==> config.mk <==
export PLATFORM = sky130hd
export DESIGN_NAME = irq_edge_arbiter8_flat
export DESIGN_NICKNAME = d
export VERILOG_FILES = /design/src/rtl/irq_edge_arbiter8_if.sv /design/src/rtl/irq_edge_arbiter8.sv /design/src/flat_wrapper.sv
export SDC_FILE = /design/constraint.sdc
export NUM_CORES = 1
export LEC_CHECK = 0
export BUFFER_PORTS_ARGS = -buffer_cell sky130_fd_sc_hd__buf_4
export CORE_MARGIN = 2
export CORE_UTILIZATION = 40
export CTS_CLUSTER_DIAMETER = 40
export CTS_CLUSTER_SIZE = 28
export DETAILED_ROUTE_END_ITERATION = 16
export PLACE_DENSITY_LB_ADDON = 0.1
export REMOVE_ABC_BUFFERS = 1
export SYNTH_ARGS = -nofsm -noshare
export SYNTH_HDL_FRONTEND = slang
export SYNTH_SLANG_ARGS = --single-unit
==> constraint.sdc <==
create_clock -name clk -period 2 [get_ports clk]
set_input_delay 0.2 -clock clk [delete_from_list [all_inputs] [get_ports clk]]
set_output_delay 0.2 -clock clk [all_outputs]
set_load 0.1 [all_outputs]
==> src/rtl/irq_edge_arbiter8_if.sv <==
// rtl/irq_edge_arbiter8_if.sv - request/handshake bundle between interrupt sources, CPU and irq_edge_arbiter8
//
// Signals:
//   en          arbitration enable (driven by master)
//   req[7:0]    raw request lines, a 0->1 transition is an event (master)
//   mask[7:0]   1 = source excluded from arbitration (master)
//   ack         CPU accepts the presented interrupt (master)
//   eoi         CPU end-of-interrupt (master)
//   irq         interrupt presented (slave)
//   irq_id[2:0] index of presented / in-service source (slave)
//   pending     latched, unserviced events (slave)
//   in_service  high between accepted ack and eoi (slave)
//   timeout_err one-cycle pulse on ack timeout (slave)
interface irq_edge_arbiter8_if;
  logic       en;
  logic [7:0] req;
  logic [7:0] mask;
  logic       ack;
  logic       eoi;
  logic       irq;
  logic [2:0] irq_id;
  logic [7:0] pending;
  logic       in_service;
  logic       timeout_err;

  modport master (
    output en, req, mask, ack, eoi,
    input  irq, irq_id, pending, in_service, timeout_err
  );

  modport slave (
    input  en, req, mask, ack, eoi,
    output irq, irq_id, pending, in_service, timeout_err
  );
endinterface

==> src/rtl/irq_edge_arbiter8.sv <==
// rtl/irq_edge_arbiter8.sv - eight-source edge-triggered fixed-priority interrupt arbiter with irq/ack/eoi handshake
//
// Ports:
//   clk   sole clock, rising edge
//   rst   synchronous active-high reset
//   bus   irq_edge_arbiter8_if.slave: en, req, mask, ack, eoi in;
//         irq, irq_id, pending, in_service, timeout_err out
// Parameter:
//   ACK_TIMEOUT  max cycles irq stays high without ack; 0 disables
module irq_edge_arbiter8 #(
  parameter int unsigned ACK_TIMEOUT = 15
) (
  input logic                 clk,
  input logic                 rst,
  irq_edge_arbiter8_if.slave  bus
);

  typedef enum logic [1:0] {
    IDLE    = 2'd0,
    REQ     = 2'd1,
    SERVICE = 2'd2
  } state_t;

  // Counter only needs to reach ACK_TIMEOUT-1; the timeout fires instead of
  // incrementing past that value.
  localparam int CW = (ACK_TIMEOUT > 1) ? $clog2(ACK_TIMEOUT) : 1;
  localparam logic [CW-1:0] CNT_LAST = CW'((ACK_TIMEOUT == 0) ? 0 : ACK_TIMEOUT - 1);

  state_t        state_q, state_d;
  logic [7:0]    req_q, req_d;
  logic [7:0]    pending_q, pending_d;
  logic          irq_q, irq_d;
  logic [2:0]    irq_id_q, irq_id_d;
  logic          in_service_q, in_service_d;
  logic          timeout_err_q, timeout_err_d;
  logic [CW-1:0] cnt_q, cnt_d;

  logic [7:0]    edge_evt;
  logic [7:0]    cand;
  logic [7:0]    clr;
  logic [2:0]    winner;

  assign edge_evt = bus.req & ~req_q;
  assign cand     = pending_q & ~bus.mask;

  // Fixed priority: scanning upward lets the highest set index overwrite.
  always_comb begin
    winner = 3'd0;
    for (int i = 0; i < 8; i++) begin
      if (cand[i]) winner = 3'(i);
    end
  end

  always_comb begin
    state_d       = state_q;
    req_d         = bus.req;
    irq_d         = irq_q;
    irq_id_d      = irq_id_q;
    in_service_d  = in_service_q;
    timeout_err_d = 1'b0;
    cnt_d         = cnt_q;
    clr           = 8'h00;

    case (state_q)
      IDLE: begin
        if (bus.en && (cand != 8'h00)) begin
          state_d  = REQ;
          irq_d    = 1'b1;
          irq_id_d = winner;
          cnt_d    = '0;
        end
      end
      REQ: begin
        // ack beats both timeout and disable in the same cycle.
        if (bus.ack) begin
          clr          = 8'h01 << irq_id_q;
          state_d      = SERVICE;
          irq_d        = 1'b0;
          in_service_d = 1'b1;
        end else if ((ACK_TIMEOUT != 0) && (cnt_q == CNT_LAST)) begin
          state_d       = IDLE;
          irq_d         = 1'b0;
          timeout_err_d = 1'b1;
        end else if (!bus.en) begin
          state_d = IDLE;
          irq_d   = 1'b0;
        end else if (ACK_TIMEOUT != 0) begin
          cnt_d = cnt_q + CW'(1);
        end
      end
      SERVICE: begin
        if (bus.eoi) begin
          state_d      = IDLE;
          in_service_d = 1'b0;
        end
      end
      default: begin
        state_d = IDLE;
        irq_d   = 1'b0;
      end
    endcase

    // A fresh edge on the bit being cleared keeps it pending.
    pending_d = (pending_q & ~clr) | edge_evt;
  end

  always_ff @(posedge clk) begin
    if (rst) begin
      state_q       <= IDLE;
      req_q         <= bus.req;  // lines held high through reset do not fire
      pending_q     <= 8'h00;
      irq_q         <= 1'b0;
      irq_id_q      <= 3'd0;
      in_service_q  <= 1'b0;
      timeout_err_q <= 1'b0;
      cnt_q         <= '0;
    end else begin
      state_q       <= state_d;
      req_q         <= req_d;
      pending_q     <= pending_d;
      irq_q         <= irq_d;
      irq_id_q      <= irq_id_d;
      in_service_q  <= in_service_d;
      timeout_err_q <= timeout_err_d;
      cnt_q         <= cnt_d;
    end
  end

  assign bus.irq         = irq_q;
  assign bus.irq_id      = irq_id_q;
  assign bus.pending     = pending_q;
  assign bus.in_service  = in_service_q;
  assign bus.timeout_err = timeout_err_q;

endmodule

==> src/flat_wrapper.sv <==
// flat-port wrapper written by rule: the top's interface ports become plain ports
module irq_edge_arbiter8_flat 
#(
  parameter int unsigned ACK_TIMEOUT = 15
)
  (clk, rst, bus_en, bus_req, bus_mask, bus_ack, bus_eoi, bus_irq, bus_irq_id, bus_pending, bus_in_service, bus_timeout_err);
  irq_edge_arbiter8_if bus_i ();
  input logic clk;
  input logic rst;
  input wire logic [$bits(bus_i.en)-1:0] bus_en;
  input wire logic [$bits(bus_i.req)-1:0] bus_req;
  input wire logic [$bits(bus_i.mask)-1:0] bus_mask;
  input wire logic [$bits(bus_i.ack)-1:0] bus_ack;
  input wire logic [$bits(bus_i.eoi)-1:0] bus_eoi;
  output wire logic [$bits(bus_i.irq)-1:0] bus_irq;
  output wire logic [$bits(bus_i.irq_id)-1:0] bus_irq_id;
  output wire logic [$bits(bus_i.pending)-1:0] bus_pending;
  output wire logic [$bits(bus_i.in_service)-1:0] bus_in_service;
  output wire logic [$bits(bus_i.timeout_err)-1:0] bus_timeout_err;
  assign bus_i.en = bus_en;
  assign bus_i.req = bus_req;
  assign bus_i.mask = bus_mask;
  assign bus_i.ack = bus_ack;
  assign bus_i.eoi = bus_eoi;
  assign bus_irq = bus_i.irq;
  assign bus_irq_id = bus_i.irq_id;
  assign bus_pending = bus_i.pending;
  assign bus_in_service = bus_i.in_service;
  assign bus_timeout_err = bus_i.timeout_err;
  irq_edge_arbiter8 #(.ACK_TIMEOUT(ACK_TIMEOUT)) u_core (.clk(clk), .rst(rst), .bus(bus_i));
endmodule
# [After elaboration in Yosys (flattened, before gate mapping)]
# Index checks and enable logic that the tools add are counted.
[totals] reg_bits=28 input_bits=21 word_cells=69 output_inout_bits=14
[op_classes] n_reduce_logical=11 eq_ne=10 mux=29 shift=1 n_bitwise=9 n_addsub=1
[ops] operator="AND 8 bit" count=3
[ops] operator="NOT 8 bit" count=3
[ops] operator="2-to-1 mux 3 bit" count=6
[ops] operator="2-to-1 mux 4 bit" count=4
[ops] operator="2-to-1 mux 8 bit" count=2
[ops] operator="2-to-1 mux 2 bit" count=5
[ops] operator="!= test 2 bit (second input constant)" count=5
[ops] operator="AND reduction 3 bit" count=3
[ops] operator="2-to-1 mux 1 bit" count=8
[ops] operator="bitwise OR 8 bit" count=1
[ops] operator="one-hot mux 4 bit (2 select lines)" count=1
[ops] operator="nonzero test 8 bit" count=1
[ops] operator="<< shifter 1 x 3 -> 8 bit (first input constant)" count=1
[ops] operator="one-hot mux 2 bit (3 select lines)" count=1
[ops] operator="AND reduction 5 bit" count=1
[ops] operator="adder 4 x 1 -> 4 bit (second input constant)" count=1
[ops] operator="equality test 4 bit (second input constant)" count=1
[ops] operator="!= test 4 x 3 -> 1 bit (second input constant)" count=1
[ops] operator="nonzero test 2 bit" count=2
[ops] operator="one-hot mux 1 bit (3 select lines)" count=1
[ops] operator="OR reduction 3 bit" count=1
[ops] operator="equality test 2 x 1 -> 1 bit (second input constant)" count=1
[ops] operator="equality test 2 bit (second input constant)" count=1
[ops] operator="zero test 2 bit" count=1
[ops] operator="other kinds (5)" count=6

# [Depth between registers and ports, before layout]
# Gate-level depths: netlist of run 1.
[depth] ltp_word=9 depth_mapped=7 mapped_depth_nobuf=7

# [Worst setup path before layout of run 1]
# Ideal clock, no wire load.
[synth_timing] path_kind="flip-flop to flip-flop" start="reg u_core.pending_q[1] (netlist: u_core.bus.pending[1])" end="reg u_core.irq_id_q[1] (netlist: u_core.bus.irq_id[1])" setup_ps=134 t_arrival_ps=1903 path_stages_with_launch=7 setup_slack_ps=-36 period_less_slack_ps=2036 required_ps=1866 n_path_buf=1 path_cell_list="dfxtp_1 -> inv_1 -> o22ai_2 -> o311ai_4 -> buf_6 -> a311oi_1 -> nor3_2"
[synth_between] elab_chain_cells=4
[synth_rtl] element="from (decl)" line_no="irq_edge_arbiter8.sv:31" source="logic [7:0] pending_q, pending_d;"
[synth_rtl] element="from (signal assigned)" line_no="irq_edge_arbiter8.sv:120" source="pending_q <= pending_d;"
[synth_rtl] element="AND 8 bit" line_no="irq_edge_arbiter8.sv:44" source="assign cand = pending_q & ~bus.mask;"
[synth_rtl] element="nonzero test 8 bit" line_no="irq_edge_arbiter8.sv:66" source="if (bus.en && (cand != 8'h00)) begin"
[synth_rtl] element="logical AND 1 bit" line_no="irq_edge_arbiter8.sv:66"
[synth_rtl] element="AND reduction 2 bit (no source line)"
[synth_rtl] element="to (signal assigned)" line_no="irq_edge_arbiter8.sv:122" source="irq_id_q <= irq_id_d;"
[synth_rtl] element="to (decl)" line_no="irq_edge_arbiter8.sv:33" source="logic [2:0] irq_id_q, irq_id_d;"
# Every way passes these cells.
# A chain may end at the register's enable or synchronous reset.

# [Worst setup path in the final report of run 1]
[layout_timing] start="reg u_core.pending_q[6] (netlist: u_core.bus.pending[6])" end="reg u_core.irq_id_q[0] (netlist: u_core.bus.irq_id[0])"
[layout_between] elab_chain_cells=4 elab_cells_between_ends=6 classes_between="mux: 2; bitwise: 1; reduce/logical: 3"
[layout_rtl] element="AND 8 bit *" line_no="irq_edge_arbiter8.sv:44"
[layout_rtl] element="nonzero test 8 bit" line_no="irq_edge_arbiter8.sv:66"
[layout_rtl] element="logical AND 1 bit" line_no="irq_edge_arbiter8.sv:66"
[layout_rtl] element="AND reduction 2 bit (no source line)"
# Every way passes the cells marked *; elsewhere a longest branch is shown, timed or not.

==> results of run 1 <==
worst paths after layout:
path | from | to | slack, ps | cells past startpoint
worst max-delay path | u_core.bus.pending[6]$_SDFF_PP0_ | u_core.bus.irq_id[0]$_SDFFE_PP0P_ | 360 | 5
worst min-delay path | bus_ack | u_core.bus.timeout_err$_SDFF_PP0_ | 90 | 2
worst max register to register | u_core.bus.pending[6]$_SDFF_PP0_ | u_core.bus.irq_id[0]$_SDFFE_PP0P_ | 360 | 5
worst min register to register | u_core.bus.irq$_SDFFE_PP0P_ | u_core.bus.irq$_SDFFE_PP0P_ | 480 | 2
state kept, by name (all words and copies together), names as in the netlist:
| name | count |
|---|---|
| u_core.bus.irq_id | 3 |
| u_core.bus.pending | 8 |
| u_core.cnt_q | 4 |
| u_core.state_q | 2 |
| u_core.bus.in_service | 1 |
| u_core.req_q | 8 |
| u_core.bus.timeout_err | 1 |
| u_core.bus.irq | 1 |
layout by cell type (no fill, tap or decap), drive strengths merged, types with 3 or more instances in the layout:
| cell | netlist | final |
|---|---|---|
| o21ai | 7 | 7 |
| dfxtp | 28 | 28 |
| o31ai | 3 | 3 |
| nor2 | 6 | 6 |
| buf | 1 | 34 |
| nand2 | 7 | 7 |
| clkbuf | 2 | 4 |
| nand3 | 8 | 8 |
| inv | 4 | 4 |
| nor3 | 4 | 4 |
| nand2b | 19 | 19 |
| dlygate4sd3 | 0 | 8 |
| a21oi | 16 | 16 |
stage by stage:
stage	hold WS, ps	cells	util (%)	area (um2)
6_report	89.0	199	54.1	1610
5_1_grt	78.1	199	54.1	1610
4_1_cts	76.3	199	54.1	1610
3_5_place_dp	316	187	50.2	1490
3_3_place_gp	314	187	50.2	1490
2_1_floorplan	228	120	-	1200
layer usage:
| layer | routed length [um] | vias up | share of wire [%] |
|---|---|---|---|
| li1 | - | 523 | - |
| met3 | 71 | 5 | 2.7 |
| met2 | 1330 | 20 | 51 |
| met4 | 41 | 0 | 1.6 |
| met5 | 0 | - | 0 |
| met1 | 1170 | 475 | 45 |
timing repair:
action | 4_1_cts | 5_1_grt
hold buffers | 8 | 0
endpoints found under the hold margin | 8 | 0
setup endpoints to repair | 0 | 0
gates resized for setup | 0 | 0
setup buffers | 0 | 0
kinds of logic after synthesis:
logic type               after synthesis
AO/OA/AOI/OAI                         33
flip-flops                            28
AND/OR/NAND/NOR                       53
adder cells (fa/ha/maj)                2
buffers and inverters                  7
power groups by stage:
stage | logic (mW) | clock network, mW | registers, mW
global placement | 0.355 | 0 | 0.632
detailed placement | 0.359 | 0 | 0.634
CTS | 0.372 | 0.285 | 0.622
finish | 0.370 | 0.275 | 0.622
global route | 0.390 | 0.303 | 0.627
floorplan | 0.104 | 0 | 0.788
critical path: stages, from the launching register on:
cell,delay (ps)
dfxtp_1,380
nand2b_4,100
nand4_4,120
o311ai_4,600
nor2b_1,120
a221oi_2,250
layout make-up:
class                   count  area share (%)
repair buffers             42            20.8
multi-input cells          88            38.6
well taps                  33            2.56
flip-flops and latches     28            34.8
inverters                   4           0.932
clock buffers               4            2.25
==> reports/metrics.cfg, run 1 <==
[global_routing]
grtUsageTotal_pct = 16.9
overflow = 0
top_usage_layer = met2
antenna_found_initial = 0
use_met1_pct = 20.4
grt_pass1_wl_mm = 4.56
grt_pass1_vias = 1036
use_met3_pct = 2.18
grt_max_degree = 22
grt_use_met2_pct = 29.2

[pwr]
switchingPower_mw = 0.445
ir_drop_mv = 0.475
cellPowerDensity_nw_per_um2 = 786
power_frac_comb_pct = 29.2
leakagePower_nw = 0.655
p_int_mw = 0.821
p_seq_share_pct = 49.1
swShare_pct = 35.1
p_total_mw = 1.27
clkPwrFrac_pct = 21.7

[synth]
synth_xor_area_share_pct = 0
synth_seq_cells = 28
synth_seq_area_share_pct = 46.1
async_flop_share_pct = 0
yosysMostFrequentCell = dfxtp_1
yosys.area_share.simple_pct = 29.9
syn_area_um2 = 1220
synth_area_leaders = dfxtp_1, nand2b_1, a21oi_1
synth_top_area_cell = dfxtp_1
synth_top_family_by_area = simple AND/OR/NAND/NOR gates
synthesis.instances = 123
avgSynthCellArea_um2 = 9.89
synth_fa_ha_area_share_pct = 2.06
synth_top_area_share_pct = 46.1
ys_warn_count = 0
synthMuxAreaShare_pct = 0
synth.lib_cells_used.distinct = 34
synth-compound-area-share_pct = 19.1
synth_ff_type = dfxtp_1
ys_top_cells_by_count = dfxtp_1, nand2b_1, a21oi_1
synth_edf_count = 0

[route]
vias = 1023
ant_nets = 0
drtIter0Drc = 23
drt-vias-per-instance = 5.14
drc = 0
drt-wirelength-per-cell_um = 13.1
wl_mm = 2.62
first_pass_iters = 4

[sta]
skew_ps = 1.15
layout_setup_ws_ps = 363
max_freq_ghz = 0.611
tightest_slew_ps = 601
finalHoldViolations = 0
period_needed_ps = 1640
rsz0062_at_grt = no
fin_tns_setup_ps = 0
setup_viol = 0
fin_crit_sh_pct = 81.8
slew_headroom_pct = 59.8
slew_viol_final = 0

[clock_tree]
cts_buffers = 3
clockBufferDepth = 2
cts_tree = built
path_clk_slew_ps = 150
cts_max_level = 1
clock_latency_ps = 320
cts_root_buffer = clkbuf_4
clock_sinks = 28

[cells_and_area]
antenna_cells = 0
multiInputGateArea_um2 = 622
final_layout_size_suffix_gt1_share_pct = 32.5
seq_area_um2 = 561
areaGrowthSynthToFinish_pct = 32.4
nNetsFinal = 190
fill_cells = 282

[setup_path]
critical_path_class = flop to flop
endpoint_kind = flop
crit_fanout = 11
worst-endpoint-required_ps = 2250
arrival_ps = 1890
cp-start-kind = flop

[floorplanning]
ios = 35
die_area_um2 = 3500
core_um2 = 2980
die_w_um = 59.1
rows = 20
dieHeight_um = 59.1
initial_core_util_pct = 40.8

[flow_run]
drv_cap = 0

[placement]
preCtsSetupSlack_ps = 382
gp_congestion = 0.718
io_buffers = 34
dp_hpwl_mm = 1.91

[run_status]
outcome = complete, no violations

[hold_path]
min_path_type = input pin to flop

Power figures use the tool's default switching activity.
==> run 2: changes to the inputs <==
Clock period 2 ns to 1.5 ns, I/O delays scaled along.
==> reports/metrics.cfg, run 2 (synthesis gave the netlist of run 1 again) <==
[setup_path]
endpoint_kind = flop
worst-endpoint-required_ps = 1780
cp-start-kind = flop
critPathMaxStageDelay_ps = 390
arrival_ps = 1720
crit_chain = nand2b_4, nand4_4, o311ai_4, buf_12, nand3_1, a21oi_2
critical_path_class = flop to flop
cp_slowest_cell = o311ai_4
crit_fanout = 7

[clock_tree]
cts_max_level = 1
cts_tree = built
clockBufferDepth = 2
cts_root_buffer = clkbuf_4
path_clk_slew_ps = 150
cts_buffers = 3
clock_sinks = 28
clock_latency_ps = 330

[floorplanning]
core_um2 = 2980
rows = 20
die_w_um = 59.1
initial_core_util_pct = 40.8
die_area_um2 = 3500
dieHeight_um = 59.1
ios = 35

[global_routing]
grt_pass1_wl_mm = 4.49
antenna_found_initial = 0
use_met3_pct = 2.62
use_met1_pct = 20.9
overflow = 0
top_usage_layer = met2
grt_max_degree = 22
grtUsageTotal_pct = 17.2
grt_use_met2_pct = 29.2
grt_pass1_vias = 1027

[cells_and_area]
final_common_cell = buf_4
layout_common_cells = buf_4, dfxtp_1, nand2b_1
seq_area_um2 = 569
antenna_cells = 0
final_layout_size_suffix_gt1_share_pct = 43.4
multiInputGateArea_um2 = 666
areaGrowthSynthToFinish_pct = 42.4
fill_cells = 256
nNetsFinal = 197

[sta]
slew_viol_final = 0
rsz0062_at_grt = yes
slew_headroom_pct = 76.0
skew_ps = 5.80
tightest_slew_ps = 359
fin_crit_sh_pct = 95.5
period_needed_ps = 1430
max_freq_ghz = 0.698
holdWs_ps = 30.0
finalHoldViolations = 0
setup_viol = 0

[run_status]
outcome = complete, no violations

[placement]
dp_hpwl_mm = 1.94
gp_congestion = 0.731
io_buffers = 34

[route]
drc = 0
ant_nets = 0
drt-vias-per-instance = 5.18
drt-wirelength-per-cell_um = 13.7
vias = 1067
first_pass_iters = 4
wl_mm = 2.83
drtIter0Drc = 66

[flow_run]
drv_cap = 0

[pwr]
cellPowerDensity_nw_per_um2 = 1000
leakagePower_nw = 0.708
ir_drop_mv = 0.547
p_total_mw = 1.73

[hold_path]
min_path_type = input pin to flop

run 2: critical path: cells and delay by family, from the launching register on:
| kind | cells | cell delay (ps) |
|---|---|---|
| AO/OA/AOI/OAI | 2 | 540 |
| flip-flops | 1 | 370 |
| AND/OR/NAND/NOR | 3 | 280 |
| buffers and inverters | 1 | 180 |
run 2: repair_timing:
item / CTS / global route
hold buffers: 8 / 0
buffers inserted: 3 / 3
resized for setup: 2 / 16
setup endpoints to repair: 2 / 5
pin swaps: 2 / 4
endpoints found under the hold margin: 8 / 0
run 2: worst paths after layout:
path,from,end,slack [ps],depth (start not counted)
hold / removal,bus_ack,u_core.bus.timeout_err$_SDFF_PP0_,30,2
setup / recovery,u_core.bus.pending[6]$_SDFF_PP0_,u_core.cnt_q[3]$_SDFFE_PP0P_,70,6
hold reg to reg,u_core.bus.irq$_SDFFE_PP0P_,u_core.bus.irq$_SDFFE_PP0P_,480,2
setup reg to reg,u_core.bus.pending[6]$_SDFF_PP0_,u_core.cnt_q[3]$_SDFFE_PP0P_,70,6
run 2: routing by layer:
layer  wire [um]  vias up
li1            -      538
met2        1490       19
met1        1220      506
met4          34        0
met3          78        4
met5           0        -
run 2: final cells by class:
cell class                 instances  share of cell area (%)
multi-input combinational         88                    38.4
sequential                        28                    32.9
timing repair buffer              49                    23.3
clock buffer                       4                    2.10
inverter                           4                   0.867
tap                               33                    2.38
run 2: through the flow:
stage	instance area, um2	util, %	cells	setup TNS [ps]	setup slack [ps]
CTS	1660	55.7	203	0	16.3
finish	1730	58.2	206	0	67.1
detailed placement	1510	50.8	188	-79.0	-40.2
floorplan	1200	-	120	-3900	-488
global route	1730	58.2	206	-46.0	-29.6
global placement	1510	50.8	188	0	46.4
run 2: where the power goes:
| group | switching (mW) | internal (mW) |
|---|---|---|
| clock network | 0.229 | 0.149 |
| logic | 0.344 | 0.180 |
| registers | 0.0406 | 0.792 |
==> run 3: changes to the inputs <==
Settings changed: CORE_MARGIN 2 to not set.
==> reports/metrics.cfg, run 3 (synthesis gave the netlist of run 1 again) <==
[setup_path]
critPathMaxStageDelay_ps = 390
crit_chain = nor2_1, o311ai_4, buf_4, a311oi_1, nor3_2
crit_fanout = 7
cp.buffers_inverters = 1
critical_path_class = flop to flop
cp_slowest_cell = dfxtp_1
cp-start-kind = flop
arrival_ps = 1670
cpLargestDelayFamily = compound AO/OA/AOI/OAI gates
endpoint_kind = flop
worst-endpoint-required_ps = 1730

[clock_tree]
clock_sinks = 28
cts_buffers = 3
cts_max_level = 1
cts_tree = built
path_clk_slew_ps = 140
clockBufferDepth = 2
cts_root_buffer = clkbuf_4
clock_latency_ps = 330

[global_routing]
grtUsageTotal_pct = 17.6
overflow = 0
grt_max_degree = 22
grt_pass1_vias = 1033
antenna_found_initial = 0
grt_pass1_wl_mm = 4.44

[pwr]
leakagePower_nw = 0.687
cellPowerDensity_nw_per_um2 = 976
p_total_mw = 1.65
ir_drop_mv = 0.627

[flow_run]
drv_cap = 0

[floorplanning]
rows = 19
die_area_um2 = 3260
core_um2 = 2830
dieHeight_um = 57.1
die_w_um = 57.1
ios = 35
initial_core_util_pct = 43.0

[route]
drtIter0Drc = 35
ant_nets = 0
wl_mm = 2.61
drc = 2
drt-wirelength-per-cell_um = 12.8
vias = 1055
drt-vias-per-instance = 5.17
first_pass_iters = 10

[run_status]
violations = design-rule violations
outcome = finished, violations left

[sta]
period_needed_ps = 1430
fin_crit_sh_pct = 95.7
slew_headroom_pct = 77.3
finalHoldViolations = 0
setup_viol = 0
skew_ps = 1.44
layout_setup_ws_ps = 65.0
slew_viol_final = 0
tightest_slew_ps = 340
fin_tns_setup_ps = 0
max_freq_ghz = 0.697

[cells_and_area]
antenna_cells = 0
nNetsFinal = 198
final_layout_size_suffix_gt1_share_pct = 39.9
final_common_cell = buf_4
areaGrowthSynthToFinish_pct = 38.9
fill_cells = 247
layout_common_cells = buf_4, dfxtp_1, nand2b_1
fin_util_pct = 59.7

[placement]
io_buffers = 34
preCtsSetupSlack_ps = -13.5
gp_congestion = 0.704
dp_hpwl_mm = 1.84

[hold_path]
min_path_type = input pin to flop

run 3: cell types whose count changed in the layout (fill, tap and decap cells not counted), moves of 2 or more:
cell      change
dfxtp_2       -5
nand2b_2      +2
nand2b_4      -2
dfxtp_1       +4
buf_4         +2
run 3: layout make-up:
class | count | area, um2 | area share, %
clock buffer | 3 | 22.5 | 1.33
inverter | 4 | 15.0 | 0.889
tap | 31 | 38.8 | 2.30
sequential | 28 | 567 | 33.6
timing repair buffer | 50 | 399 | 23.6
multi-input combinational | 88 | 647 | 38.3
run 3: metal layers:
metal	share of wire, %	global-route usage [%]	vias to the layer above
li1	-	-	534
met1	46	21.8	497
met2	50	29.9	22
met3	3.1	2.04	2
met4	0.88	9.41	0
met5	0	0	-
run 3: worst paths after layout:
check | start | end | slack [ps] | cells after the start
max | u_core.state_q[0]$_SDFFE_PP0P_ | u_core.bus.irq_id[1]$_SDFFE_PP0P_ | 70 | 5
max reg2reg | u_core.state_q[0]$_SDFFE_PP0P_ | u_core.bus.irq_id[1]$_SDFFE_PP0P_ | 70 | 5
min | bus_ack | u_core.bus.timeout_err$_SDFF_PP0_ | 20 | 2
min reg2reg | u_core.req_q[6]$_DFF_P_ | u_core.bus.pending[6]$_SDFF_PP0_ | 490 | 2
run 3: stage by stage:
step | instance area (um2) | instances | hold slack (ps)
6_report | 1690 | 204 | 24.3
5_1_grt | 1690 | 204 | 17.1
4_1_cts | 1620 | 199 | 11.4
3_5_place_dp | 1510 | 187 | 266
3_3_place_gp | 1510 | 187 | 264
2_1_floorplan | 1200 | 120 | 178
run 3: report_power, final:
part	switching (mW)	internal (mW)	total, mW
Sequential	0.0385	0.789	0.828
Combinational	0.339	0.175	0.514
Clock	0.213	0.0944	0.307
run 3: worst reg2reg max path, cell delays in order (launching register included):
cell	delay, ps
dfxtp_1	390
nor2_1	240
o311ai_4	180
buf_4	170
a311oi_1	310
nor3_2	60
run 3: repair_timing:
action,4_1_cts,5_1_grt
pin swaps,2,3
endpoints found under the setup margin,3,4
endpoints found under the hold margin,8,0
hold buffers,8,0
buffers inserted,1,5
gates resized for setup,1,10
